$ cat config.mk
export PLATFORM = sky130hd
export DESIGN_NAME = exe_stage
export DESIGN_NICKNAME = d
export VERILOG_FILES = /design/src/rtl/exe_stage.sv
export SDC_FILE = /design/constraint.sdc
export NUM_CORES = 1
export LEC_CHECK = 0
export ABC_AREA = 1
export CAP_MARGIN = 20
export CORE_ASPECT_RATIO = 0.5
export CORE_MARGIN = 2
export CORE_UTILIZATION = 30
export CTS_BUF_LIST = sky130_fd_sc_hd__clkbuf_8 sky130_fd_sc_hd__clkbuf_16
export CTS_CLUSTER_DIAMETER = 30
export DETAILED_ROUTE_END_ITERATION = 7
export PLACE_DENSITY_LB_ADDON = 0.1
export SKIP_LAST_GASP = 1
export SLEW_MARGIN = 20
export SYNTH_ARGS = -nofsm -noshare
export SYNTH_HDL_FRONTEND = slang
export SYNTH_SLANG_ARGS = --single-unit
$ cat constraint.sdc
create_clock -name clk -period 7.2 [get_ports clk]
set_input_delay 1.44 -clock clk [delete_from_list [all_inputs] [get_ports clk]]
set_output_delay 1.44 -clock clk [all_outputs]
set_load 0.1 [all_outputs]
$ cat src/rtl/exe_stage.sv
// Execute stage of the 8-bit pipelined RISC core.
// It forwards operands, runs the ALU or a shift-add multiplier, updates the
// status register and output port, and registers its results into EX/MEM.
//
// Handshake: there is no valid/ready pair here. stall=1 means the ID/EX
// register and everything upstream must hold. Every rising edge with stall=0
// commits the instruction presented on the inputs. Every edge with stall=1
// loads a bubble: the write/read enables drop, the data fields hold, and SR
// and out_port_data stay unchanged.
module exe_stage #(
    parameter int DATA_W = 8,
    parameter int REG_AW = 2
) (
    input  logic              clk,
    input  logic              rst,
    input  logic              WB_EN,
    input  logic              MEM_R_EN,
    input  logic              MEM_W_EN,
    input  logic              S,
    input  logic              inPort,
    input  logic              outPort,
    input  logic [3:0]        EXE_CMD,
    input  logic [DATA_W-1:0] Val_Ra,
    input  logic [DATA_W-1:0] Val_Rb,
    input  logic              imm,
    input  logic [DATA_W-1:0] Val_Imm,
    input  logic [REG_AW-1:0] Dest,
    input  logic [1:0]        fwd_a_sel,
    input  logic [1:0]        fwd_b_sel,
    input  logic [DATA_W-1:0] mem_fwd_val,
    input  logic [DATA_W-1:0] wb_fwd_val,
    input  logic [DATA_W-1:0] in_port_data,
    output logic              stall,
    output logic              WB_EN_out,
    output logic              MEM_R_EN_out,
    output logic              MEM_W_EN_out,
    output logic [DATA_W-1:0] ALU_Res,
    output logic [DATA_W-1:0] St_Val,
    output logic [REG_AW-1:0] Dest_out,
    output logic [3:0]        SR,
    output logic [DATA_W-1:0] out_port_data
);

    localparam int CNT_W = (DATA_W > 1) ? $clog2(DATA_W) : 1;
    localparam logic [CNT_W-1:0] CNT_LAST = CNT_W'(DATA_W - 1);

    localparam logic [3:0] CMD_MOV = 4'd0;
    localparam logic [3:0] CMD_ADD = 4'd1;
    localparam logic [3:0] CMD_SUB = 4'd2;
    localparam logic [3:0] CMD_AND = 4'd3;
    localparam logic [3:0] CMD_OR  = 4'd4;
    localparam logic [3:0] CMD_XOR = 4'd5;
    localparam logic [3:0] CMD_SHL = 4'd6;
    localparam logic [3:0] CMD_SHR = 4'd7;
    localparam logic [3:0] CMD_MUL = 4'd8;

    typedef enum logic [1:0] {
        ST_IDLE = 2'd0,
        ST_MUL  = 2'd1,
        ST_DONE = 2'd2
    } mul_state_t;

    // Multiplier FSM state, kept as a named signal so checkers can bind to it.
    mul_state_t state;

    logic [CNT_W-1:0]    cnt;
    logic [2*DATA_W-1:0] acc;
    logic [2*DATA_W-1:0] mcand;
    logic [DATA_W-1:0]   mplier;
    logic [DATA_W-1:0]   lat_a;
    logic [DATA_W-1:0]   lat_bf;

    logic [DATA_W-1:0] a_fwd, bf_fwd, b_sel;
    logic [DATA_W-1:0] a_op, bf_op;
    logic [DATA_W-1:0] alu_res, res_final;
    logic [DATA_W:0]   sum_ext;
    logic              flag_c, flag_v, flag_z, flag_n;

    // Operand forwarding muxes; selects 0 and 3 both take the register value.
    always_comb begin
        a_fwd  = Val_Ra;
        bf_fwd = Val_Rb;
        case (fwd_a_sel)
            2'd1:    a_fwd = mem_fwd_val;
            2'd2:    a_fwd = wb_fwd_val;
            default: a_fwd = Val_Ra;
        endcase
        case (fwd_b_sel)
            2'd1:    bf_fwd = mem_fwd_val;
            2'd2:    bf_fwd = wb_fwd_val;
            default: bf_fwd = Val_Rb;
        endcase
        b_sel = imm ? Val_Imm : bf_fwd;
        // Once a multiply has started the forwarding network may have moved
        // on, so the operands captured at multiply start are used instead.
        a_op  = (state == ST_IDLE) ? a_fwd  : lat_a;
        bf_op = (state == ST_IDLE) ? bf_fwd : lat_bf;
    end

    // Stall while a multiply is starting or iterating; reset forces it low.
    assign stall = !rst && (((state == ST_IDLE) && (EXE_CMD == CMD_MUL)) ||
                            (state == ST_MUL));

    // ALU, port override and flag generation for the committing instruction.
    always_comb begin
        alu_res = '0;
        flag_c  = 1'b0;
        flag_v  = 1'b0;
        sum_ext = '0;
        case (EXE_CMD)
            CMD_MOV: alu_res = b_sel;
            CMD_ADD: begin
                sum_ext = {1'b0, a_op} + {1'b0, b_sel};
                alu_res = sum_ext[DATA_W-1:0];
                flag_c  = sum_ext[DATA_W];
                flag_v  = (a_op[DATA_W-1] == b_sel[DATA_W-1]) &&
                          (alu_res[DATA_W-1] != a_op[DATA_W-1]);
            end
            CMD_SUB: begin
                alu_res = a_op - b_sel;
                flag_c  = (a_op < b_sel);
                flag_v  = (a_op[DATA_W-1] != b_sel[DATA_W-1]) &&
                          (alu_res[DATA_W-1] != a_op[DATA_W-1]);
            end
            CMD_AND: alu_res = a_op & b_sel;
            CMD_OR:  alu_res = a_op | b_sel;
            CMD_XOR: alu_res = a_op ^ b_sel;
            CMD_SHL: begin
                alu_res = {a_op[DATA_W-2:0], 1'b0};
                flag_c  = a_op[DATA_W-1];
            end
            CMD_SHR: begin
                alu_res = {1'b0, a_op[DATA_W-1:1]};
                flag_c  = a_op[0];
            end
            CMD_MUL: begin
                alu_res = acc[DATA_W-1:0];
                flag_c  = |acc[2*DATA_W-1:DATA_W];
            end
            default: alu_res = '0;
        endcase
        res_final = inPort ? in_port_data : alu_res;
        flag_z    = (res_final == '0);
        flag_n    = res_final[DATA_W-1];
    end

    // Shift-add multiplier: one multiplier bit per cycle, DATA_W iterations.
    always_ff @(posedge clk) begin
        if (rst) begin
            state  <= ST_IDLE;
            cnt    <= '0;
            acc    <= '0;
            mcand  <= '0;
            mplier <= '0;
            lat_a  <= '0;
            lat_bf <= '0;
        end else begin
            case (state)
                ST_IDLE: begin
                    if (EXE_CMD == CMD_MUL) begin
                        lat_a  <= a_fwd;
                        lat_bf <= bf_fwd;
                        mcand  <= {{DATA_W{1'b0}}, a_fwd};
                        mplier <= b_sel;
                        acc    <= '0;
                        cnt    <= '0;
                        state  <= ST_MUL;
                    end
                end
                ST_MUL: begin
                    if (mplier[0]) begin
                        acc <= acc + mcand;
                    end
                    mcand  <= {mcand[2*DATA_W-2:0], 1'b0};
                    mplier <= {1'b0, mplier[DATA_W-1:1]};
                    cnt    <= cnt + 1'b1;
                    if (cnt == CNT_LAST) begin
                        state <= ST_DONE;
                    end
                end
                ST_DONE: state <= ST_IDLE;
                default: state <= ST_IDLE;
            endcase
        end
    end

    // EX/MEM boundary registers: commit when not stalled, bubble otherwise.
    always_ff @(posedge clk) begin
        if (rst) begin
            WB_EN_out     <= 1'b0;
            MEM_R_EN_out  <= 1'b0;
            MEM_W_EN_out  <= 1'b0;
            ALU_Res       <= '0;
            St_Val        <= '0;
            Dest_out      <= '0;
            SR            <= '0;
            out_port_data <= '0;
        end else if (stall) begin
            WB_EN_out    <= 1'b0;
            MEM_R_EN_out <= 1'b0;
            MEM_W_EN_out <= 1'b0;
        end else begin
            WB_EN_out    <= WB_EN;
            MEM_R_EN_out <= MEM_R_EN;
            MEM_W_EN_out <= MEM_W_EN;
            ALU_Res      <= res_final;
            St_Val       <= bf_op;
            Dest_out     <= Dest;
            if (S) begin
                SR <= {flag_z, flag_n, flag_c, flag_v};
            end
            if (outPort) begin
                out_port_data <= a_op;
            end
        end
    end

endmodule

==> flow_summary.ini, run 1 <==
[route]
drtPass1Iterations = 5
drc = 0
post_drt_wl_per_cell_um = 18.14
routed_wirelength_um = 24020
avgViaCountPerCell = 5.041
vias = 6674
wl_met2_um = 9887
m1WireLength_um = 12110
met3_wirelength_um = 1637
drt-initial-drc-count = 515
top_layer_used = met4
ant_nets = 0

[grt]
grt_max_degree = 43
overflow = 0
grt_pass1_wl_um = 36950
grt_pass1_vias = 6378
grtUsageTotal = 0.2196
antenna_found_initial = 0

[worst_setup_path]
required_ns = 7.49
critPathKind = primary input to flop
cp_slowest_cell = o21ai_0
cp.arrival_ns = 5.56
crit_top_cell = inv_1
cp_max_fo = 17
path_cells = clkdlybuf4s50_1, inv_1, ha_1, inv_1, o21ai_0, o21ai_0, inv_1, ha_1, inv_1, a21oi_1, nand2_1, o21ai_0, nand3_1, o21ai_1, nand2_1, nor2_1, nand3_1, a21oi_1
max_stage_delay_ns = 0.68
start_kind = primary input
crit_path_end_kind = flop

[floorplanning]
design.core.area_um2 = 20550
fp.dieArea_um2 = 22200
die_h_um = 106.4
start_util = 0.3058
ios = 101
die_w_um = 208.7
row_count = 37

[clock_network]
cts_num_sinks = 94
path_clk_slew_ns = 0.07
cts_resized = 0
root_buffer = clkbuf_16
clockBufferDepth = 2
cts_tree = built
cts_buffers = 9
cts_max_level = 3
cts_hold_buf = 0
post-cts-setup-buffers = 0
insertion_delay_ns = 0.37

[timing]
clock.fmax_mhz = 189.5
worst_pin_slew_ns = 1.025
finalMaxSlewViolations = 0
finalHoldViolCount = 0
setup_tns_ns = 0
clock_skew_ns = 0.01361
finalCritPeriodShare = 0.7330
whs_ns = 0.4678
max-slew-margin-rel = 0.3145
setup_violations = 0
rsz0062_at_grt = no
finalCriticalPeriod_ns = 5.277

[logic_synthesis]
yosysTopAreaCell = dfxtp_1
synthTopCellsByCount = 265 x nand2_1, 106 x inv_1, 94 x dfxtp_1
avgSynthCellArea_um2 = 6.534
syn_area_um2 = 6286
async_reset_ff_frac = 0
synth.distinct_cells = 47
yosys_warnings = 0
yosysSeqAreaShare = 0.2994
synth_cells = 962
yosysMostFrequentCell = nand2_1
yosys-top-cells-area = dfxtp_1 30%, nand2_1 16%, ha_1 9.2%
ys_seq_elements = 94
synth-edff-count = 0
ys.flop_type = dfxtp_1
synthDominantCellAreaShare = 0.2994
syn_nets = 1078

[cells_and_area]
area_delta_synth_final_pct = 24.48
fin_util = 0.3807
diodes = 0
drive_gt1_frac = 0.05423
nets = 1162
fillers = 2240

[placement]
gp_congestion = 1.025
dp_hpwl_um = 18950
io_buffer_count = 100

[pwr]
powerDensity_nw_per_um2 = 203.5
vdd_drop_max_mv = 0.09277
cellLeakagePower_nw = 3.430

[run_status]
status = finished, final reports clean

[flow_run]
maxCapViolCount = 0

[worst_hold_path]
hold_path.class = flop to flop
[routing by layer]
| layer | global-route usage | vias up |
|---|---|---|
| met5 | 0 | - |
| met1 | 0.3167 | 3098 |
| met2 | 0.3293 | 200 |
| li1 | - | 3352 |
| met4 | 0.05969 | 0 |
| met3 | 0.04490 | 24 |
[critical path: cells and delay by family]
family,cells,cell delay [ns]
adders and majority gates,2,0.76
AOI/OAI and AO/OA,6,1.64
buffers and inverters,5,1.18
and+or+nand+nor,5,0.54
[power by group]
group	internal (mW)	switching (mW)	leakage [nW]
clock	0.292	0.232	0.153
combinational	0.147	0.367	2.51
sequential	0.541	0.0127	0.765
total	0.981	0.611	3.43
[registers in the layout, indices dropped and copies added (netlist names)]
register / flops
acc: 16
lat_bf: 8
WB_EN_out: 1
state: 2
MEM_W_EN_out: 1
lat_a: 8
cnt: 3
ALU_Res: 8
Dest_out: 2
out_port_data: 8
SR: 4
mplier: 8
mcand: 16
MEM_R_EN_out: 1
St_Val: 8
[layout make-up]
| class | instances | area, um2 | area share |
|---|---|---|---|
| repair buffers | 104 | 1028 | 0.1314 |
| clock inverters | 5 | 63.81 | 0.008155 |
| inverters | 115 | 431.7 | 0.05516 |
| multi-input cells | 722 | 3825 | 0.4888 |
| flip-flops and latches | 94 | 1882 | 0.2405 |
| well taps | 273 | 341.6 | 0.04365 |
| clock buffers | 11 | 252.7 | 0.03230 |
[kinds of logic (layout without fill, tap and decap cells)]
kind of cell,count (synthesis),after routing,synth area share
flops,94,94,0.2994
compound gates,207,207,0.1889
simple gates,462,462,0.3127
mux,1,1,0.001592
buf+inv,146,235,0.09216
fa+ha+maj,49,49,0.1011
xor+xnor,3,3,0.004181
[stage by stage]
step                      std cells  power, mW  area [um2]  setup WS [ns]
after floorplan                 962     0.9066        6286          2.960
after global placement         1308      1.079        7508          1.790
after detailed placement       1308      1.074        7508          1.712
after CTS                      1324      1.599        7825          2.048
after global routing           1324      1.667        7825          1.598
final                          1324      1.592        7825          1.923
[placed cells by master, fill, tap and decap left out, drive strengths merged, types with 5 or more instances in the layout]
cell type / synthesis / final
o21ai: 74 / 74
nor3: 7 / 7
ha: 46 / 46
nand3: 74 / 74
a211oi: 8 / 8
nand4: 9 / 9
clkbuf: 16 / 11
o211ai: 7 / 7
a21oi: 71 / 71
a31oi: 10 / 10
nor2: 87 / 87
clkdlybuf4s50: 0 / 99
a22o: 8 / 8
or2: 13 / 13
o22ai: 13 / 13
inv: 114 / 116
nand2: 267 / 267
buf: 15 / 5
dfxtp: 94 / 94
[worst paths after layout]
path	endpoint	cells after the start	slack [ns]	from
max	SR[3]	18	1.92	fwd_a_sel[0]
min reg2reg	St_Val[0]	2	0.47	St_Val[0]
max reg2reg	SR[3]	23	3.48	state[0]
min	St_Val[0]	2	0.47	St_Val[0]
Power figures use the tool's default switching activity.
==> run 2: changes to the inputs <==
==> constraint.sdc (replaced) <==
create_clock -name clk -period 4.7 [get_ports clk]
set_input_delay 0.94 -clock clk [delete_from_list [all_inputs] [get_ports clk]]
set_output_delay 0.94 -clock clk [all_outputs]
set_load 0.1 [all_outputs]
==> run 2 against run 1 <==
Effect of this change:
- final area rose by 3.5%
- register-to-register slack got worse by 2.2 ns
- clock skew fell by 0.0055 ns
- first-iteration DRC count up 19%
- combinational power rose by 67%
- sequential power up 53%
- sequential share of layout area decreased by 0.82 points
- hold slack barely moved
- critical endpoint is now SR[2]
- die area did not move
- setup slack lost 1.5 ns
- non-clock buffer count rose by 40
- sequential cell count unchanged
==> flow_summary.ini, run 2 (synthesis gave the netlist of run 1 again) <==
[run_status]
status = finished, final reports clean

[cells_and_area]
finalInstanceArea_um2 = 8103
fillers = 2252
drive_gt1_frac = 0.08807
nets = 1202
fin_util = 0.3942
reg.largest.list = acc x16, mcand x16
final_common_cell = nand2_1
most-common-layout-cells = 265 x nand2_1, 106 x inv_1, 99 x clkdlybuf4s50_1, 94 x dfxtp_1, 77 x nor2_1
diodes = 0
area_delta_synth_final_pct = 28.90

[pwr]
p_int_mw = 1.485
seqPwrFrac = 0.349
vdd_drop_max_mv = 0.1579
power_frac_clock = 0.298
p_sw_mw = 0.9467
switching_share = 0.3893
comb_power_share = 0.353
cellLeakagePower_nw = 3.614
powerDensity_nw_per_um2 = 300.1

[clock_network]
cts_tree = built
cts_num_sinks = 94
cts_max_level = 3
clockBufferDepth = 2
cts_buffers = 9
cts_resized = 0
post-cts-setup-buffers = 0
path_clk_slew_ns = 0.07
insertion_delay_ns = 0.35
cts_hold_buf = 0
root_buffer = clkbuf_16

[worst_setup_path]
required_ns = 4.94
cp_max_fo = 8
rr_startpoint = state[0]
crit_path_end_kind = flop
r2r_cells = 19
rr_endpoint = SR[2]
start_kind = primary input
cp.arrival_ns = 4.49
critPathKind = primary input to flop
r2r_setup_slack_ns = 1.33

[floorplanning]
ios = 101
design.core.area_um2 = 20550
die_w_um = 208.7
start_util = 0.3058
row_count = 37
fp.dieArea_um2 = 22200
die_h_um = 106.4

[timing]
whs_ns = 0.4677
setup_violations = 0
worst_pin_slew_ns = 1.036
worst_slack_ns = 0.4491
clock.fmax_mhz = 235.2
finalMaxSlewViolations = 0
rsz0062_at_grt = no
clock_skew_ns = 0.008128
setup_tns_ns = 0
finalCritPeriodShare = 0.9044
max-slew-margin-rel = 0.3069
finalCriticalPeriod_ns = 4.251
finalHoldViolCount = 0

[grt]
grt_pass1_vias = 6577
grt_max_degree = 42
overflow = 0
grtUsageTotal = 0.2218
grt_pass1_wl_um = 37570
antenna_found_initial = 0

[route]
post_drt_wl_per_cell_um = 17.66
drt-initial-drc-count = 612
avgViaCountPerCell = 5.026
vias = 6850
drc = 0
ant_nets = 0
routed_wirelength_um = 24070
drtPass1Iterations = 5

[worst_hold_path]
hold_end = St_Val[0]
hold_path.class = flop to flop
whs_path_depth = 2
min_from = St_Val[0]

[flow_run]
maxCapViolCount = 0

[placement]
io_buffer_count = 100
place_ws_ns = 0.08555
gp_congestion = 0.9600
placed_area_um2 = 7821
dp_hpwl_um = 19860
[run 2: cell types whose count changed in the layout (fill, tap and decap cells not counted), sizes merged]
cell,before,now
buf,5,45
bufinv,1,0
clkbuf,11,10
clkinv,2,3
clkinvlp,1,0
inv,116,117
[run 2: how the worst max path moves through the flow]
| stage | from | endpoint | cells past startpoint |
|---|---|---|---|
| 6_report | fwd_a_sel[0] | SR[2] | 23 |
| 5_1_grt | fwd_b_sel[0] | SR[3] | 26 |
| 4_1_cts | fwd_b_sel[0] | SR[2] | 20 |
| 3_5_place_dp | fwd_b_sel[0] | SR[2] | 20 |
| 3_3_place_gp | fwd_b_sel[0] | SR[3] | 26 |
| 2_1_floorplan | fwd_a_sel[0] | SR[3] | 22 |
[run 2: critical path: stages]
cell and delay [ns]:
clkdlybuf4s50_1 0.48, inv_1 0.05, ha_1 0.28, inv_1 0.18, buf_4 0.19, nor2_1 0.06
nor2_1 0.13, nand2_1 0.07, nand2_1 0.16, inv_1 0.15, ha_1 0.41, inv_1 0.14
nand2_1 0.08, nand2_1 0.05, a21oi_1 0.20, nand3_1 0.10, nand3_1 0.09, nand3_1 0.17
a21boi_1 0.23, buf_4 0.14, nand2_1 0.04, o211ai_1 0.09, inv_1 0.06
[run 2: cell type report]
cell class | instances | area, um2 | share of cell area
well taps | 273 | 341.6 | 0.04216
repair buffers | 144 | 1341 | 0.1655
clock inverters | 5 | 42.54 | 0.005250
multi-input cells | 722 | 3825 | 0.4721
clock buffers | 10 | 239.0 | 0.02949
inverters | 115 | 431.7 | 0.05327
flip-flops and latches | 94 | 1882 | 0.2322
[run 2: power by group through the flow]
stage	sequential, mW	combinational (mW)	clock (mW)
finish	0.848	0.859	0.725
global route	0.852	0.928	0.778
CTS	0.848	0.853	0.747
detailed placement	0.867	0.850	0
global placement	0.867	0.856	0
floorplan	1.04	0.351	0
[run 2: per-stage QoR]
| step | total power [mW] | std cells |
|---|---|---|
| after floorplan | 1.389 | 962 |
| after global placement | 1.722 | 1348 |
| after detailed placement | 1.717 | 1348 |
| after CTS | 2.448 | 1363 |
| after global routing | 2.557 | 1363 |
| final | 2.432 | 1363 |
[run 2: per-layer routing]
layer | vias up | track usage | wire length [um]
li1 | 3434 | - | -
met1 | 3185 | 0.3203 | 11970
met2 | 208 | 0.3374 | 10040
met3 | 23 | 0.05406 | 1834
met4 | 0 | 0.03469 | 227
met5 | - | 0 | 0
==> run 3: changes to the inputs <==
--- a/config.mk
+++ b/config.mk
@@ -8,14 +8,12 @@
 export ABC_AREA = 1
 export CAP_MARGIN = 20
 export CORE_ASPECT_RATIO = 0.5
-export CORE_MARGIN = 2
-export CORE_UTILIZATION = 30
+export CORE_UTILIZATION = 49
 export CTS_BUF_LIST = sky130_fd_sc_hd__clkbuf_8 sky130_fd_sc_hd__clkbuf_16
 export CTS_CLUSTER_DIAMETER = 30
 export DETAILED_ROUTE_END_ITERATION = 7
 export PLACE_DENSITY_LB_ADDON = 0.1
 export SKIP_LAST_GASP = 1
-export SLEW_MARGIN = 20
 export SYNTH_ARGS = -nofsm -noshare
 export SYNTH_HDL_FRONTEND = slang
 export SYNTH_SLANG_ARGS = --single-unit
==> run 3 against run 2 <==
Effect of this change:
- critical path depth increased by 3
- final area decreased by 4.4%
- clock power increased by 1%
- clock-buffer cell count decreased by 1
- non-clock buffer count decreased by 31
- critical endpoint is now SR[3]
- largest cell class unchanged
==> flow_summary.ini, run 3 (synthesis gave the netlist of run 1 again) <==
[run_status]
status = finished, final reports clean

[timing]
setup_violations = 0
finalCritPeriodShare = 0.9203
worst_slack_ns = 0.3747
finalCriticalPeriod_ns = 4.325
finalHoldViolCount = 0
finalMaxSlewViolations = 0
rsz0062_at_grt = no
max-slew-margin-rel = 0.3186
clock_skew_ns = 0.005520
setup_tns_ns = 0
clock.fmax_mhz = 231.2
worst_pin_slew_ns = 1.019

[placement]
place_ws_ns = 0.08207
gp_congestion = 1.088
io_buffer_count = 100
dp_hpwl_um = 16620

[grt]
grt_pass1_vias = 6107
grt_pass1_wl_um = 32180
overflow = 0
grt_max_degree = 42
antenna_found_initial = 0
grtUsageTotal = 0.3210

[cells_and_area]
most-common-layout-cells = 264 x nand2_1, 106 x inv_1, 99 x clkdlybuf4s50_1, 94 x dfxtp_1, 77 x nor2_1
final_common_cell = nand2_1
final-seq-area_um2 = 1882
nets = 1171
reg.largest.list = acc x16, mcand x16
diodes = 0
fillers = 1151
area_delta_synth_final_pct = 23.29
multi_input_area_um2 = 3827
drive_gt1_frac = 0.06321

[route]
post_drt_wl_per_cell_um = 17.14
drc = 0
ant_nets = 0
avgViaCountPerCell = 5.585
drt-initial-drc-count = 624
vias = 6842
routed_wirelength_um = 20990
drtPass1Iterations = 5

[pwr]
vdd_drop_max_mv = 0.2367
cellLeakagePower_nw = 3.466
powerDensity_nw_per_um2 = 306.1
p_total_mw = 2.372

[floorplanning]
die_h_um = 82.09
design.core.area_um2 = 12160
start_util = 0.5171
ios = 101
die_w_um = 162.2
fp.dieArea_um2 = 13310
row_count = 28

[worst_setup_path]
cp.arrival_ns = 4.60
start_kind = primary input
required_ns = 4.97
r2r_setup_slack_ns = 0.95
critPathKind = primary input to flop
cp_max_fo = 10
crit_path_end_kind = flop

[clock_network]
cts_buffers = 9
cts_num_sinks = 94
path_clk_slew_ns = 0.07
cts_hold_buf = 0
cts_tree = built
root_buffer = clkbuf_16
cts_max_level = 3
insertion_delay_ns = 0.35
clockBufferDepth = 2

[flow_run]
maxCapViolCount = 0

[worst_hold_path]
hold_path.class = flop to flop
[run 3: cell types whose count changed in the layout (fill, tap and decap cells not counted)]
cell        previous run  this run
buf_4                 44        13
clkbuf_8               1         0
clkinv_8               0         1
clkinvlp_4             0         1
inv_6                  2         1
inv_8                  1         2
nand2_1              265       264
nand2_2                2         3
[run 3: final cells by class]
| cell class | count | area share |
|---|---|---|
| timing repair buffer | 113 | 0.1430 |
| sequential | 94 | 0.2428 |
| tap | 165 | 0.02664 |
| clock inverter | 7 | 0.008880 |
| inverter | 115 | 0.05570 |
| multi-input combinational | 722 | 0.4939 |
| clock buffer | 9 | 0.02906 |
[run 3: what timing repair did]
action                     in CTS  in global routing
buffers inserted                0                  0
setup endpoints to repair       0                  1
gates resized for setup         0                  1
[run 3: layer usage]
layer  share of wire  GRT usage  up-vias
met5               0          0        -
met3            0.12     0.1184       13
met2            0.42     0.5099      319
met4          0.0056    0.05189        0
met1            0.45     0.4235     3132
li1                -          -     3378
[run 3: path summary, 6_finish.rpt]
| kind | cells past startpoint | to | from |
|---|---|---|---|
| max | 26 | SR[3] | fwd_a_sel[0] |
| min | 2 | St_Val[1] | St_Val[1] |
| max reg2reg | 23 | SR[3] | state[0] |
| min reg2reg | 2 | St_Val[1] | St_Val[1] |
[run 3: report_power, final]
group          total [mW]  switching, mW  internal [mW]
sequential          0.848         0.0195          0.829
combinational       0.791          0.553          0.238
clock               0.733          0.359          0.373
[run 3: metrics by stage]
step / cells / util / instance area, um2 / hold slack (ns)
6_report: 1225 / 0.6375 / 7750 / 0.4629
5_1_grt: 1225 / 0.6375 / 7750 / 0.4871
4_1_cts: 1225 / 0.6373 / 7747 / 0.4688
3_5_place_dp: 1209 / 0.6131 / 7453 / 0.4515
3_3_place_gp: 1209 / 0.6131 / 7453 / 0.4421
2_1_floorplan: 962 / - / 6286 / 0.4327
[run 3: critical path: stages]
cell and delay [ns]:
clkdlybuf4s50_1 0.49, inv_1 0.05, ha_1 0.28, inv_1 0.21
buf_4 0.19, or2_2 0.12, nand3_1 0.09, o21ai_2 0.13
ha_1 0.27, inv_1 0.07, fa_1 0.40, inv_1 0.12
nand2_1 0.06, nand2_1 0.07, nor2_1 0.04, nor2_1 0.19
nand2_1 0.08, nor2_1 0.10, nand2_1 0.06, nand2_1 0.06
nand2_1 0.07, nor2_1 0.12, nand2_1 0.06, nor2_1 0.12
nand3_1 0.08, a21oi_1 0.12
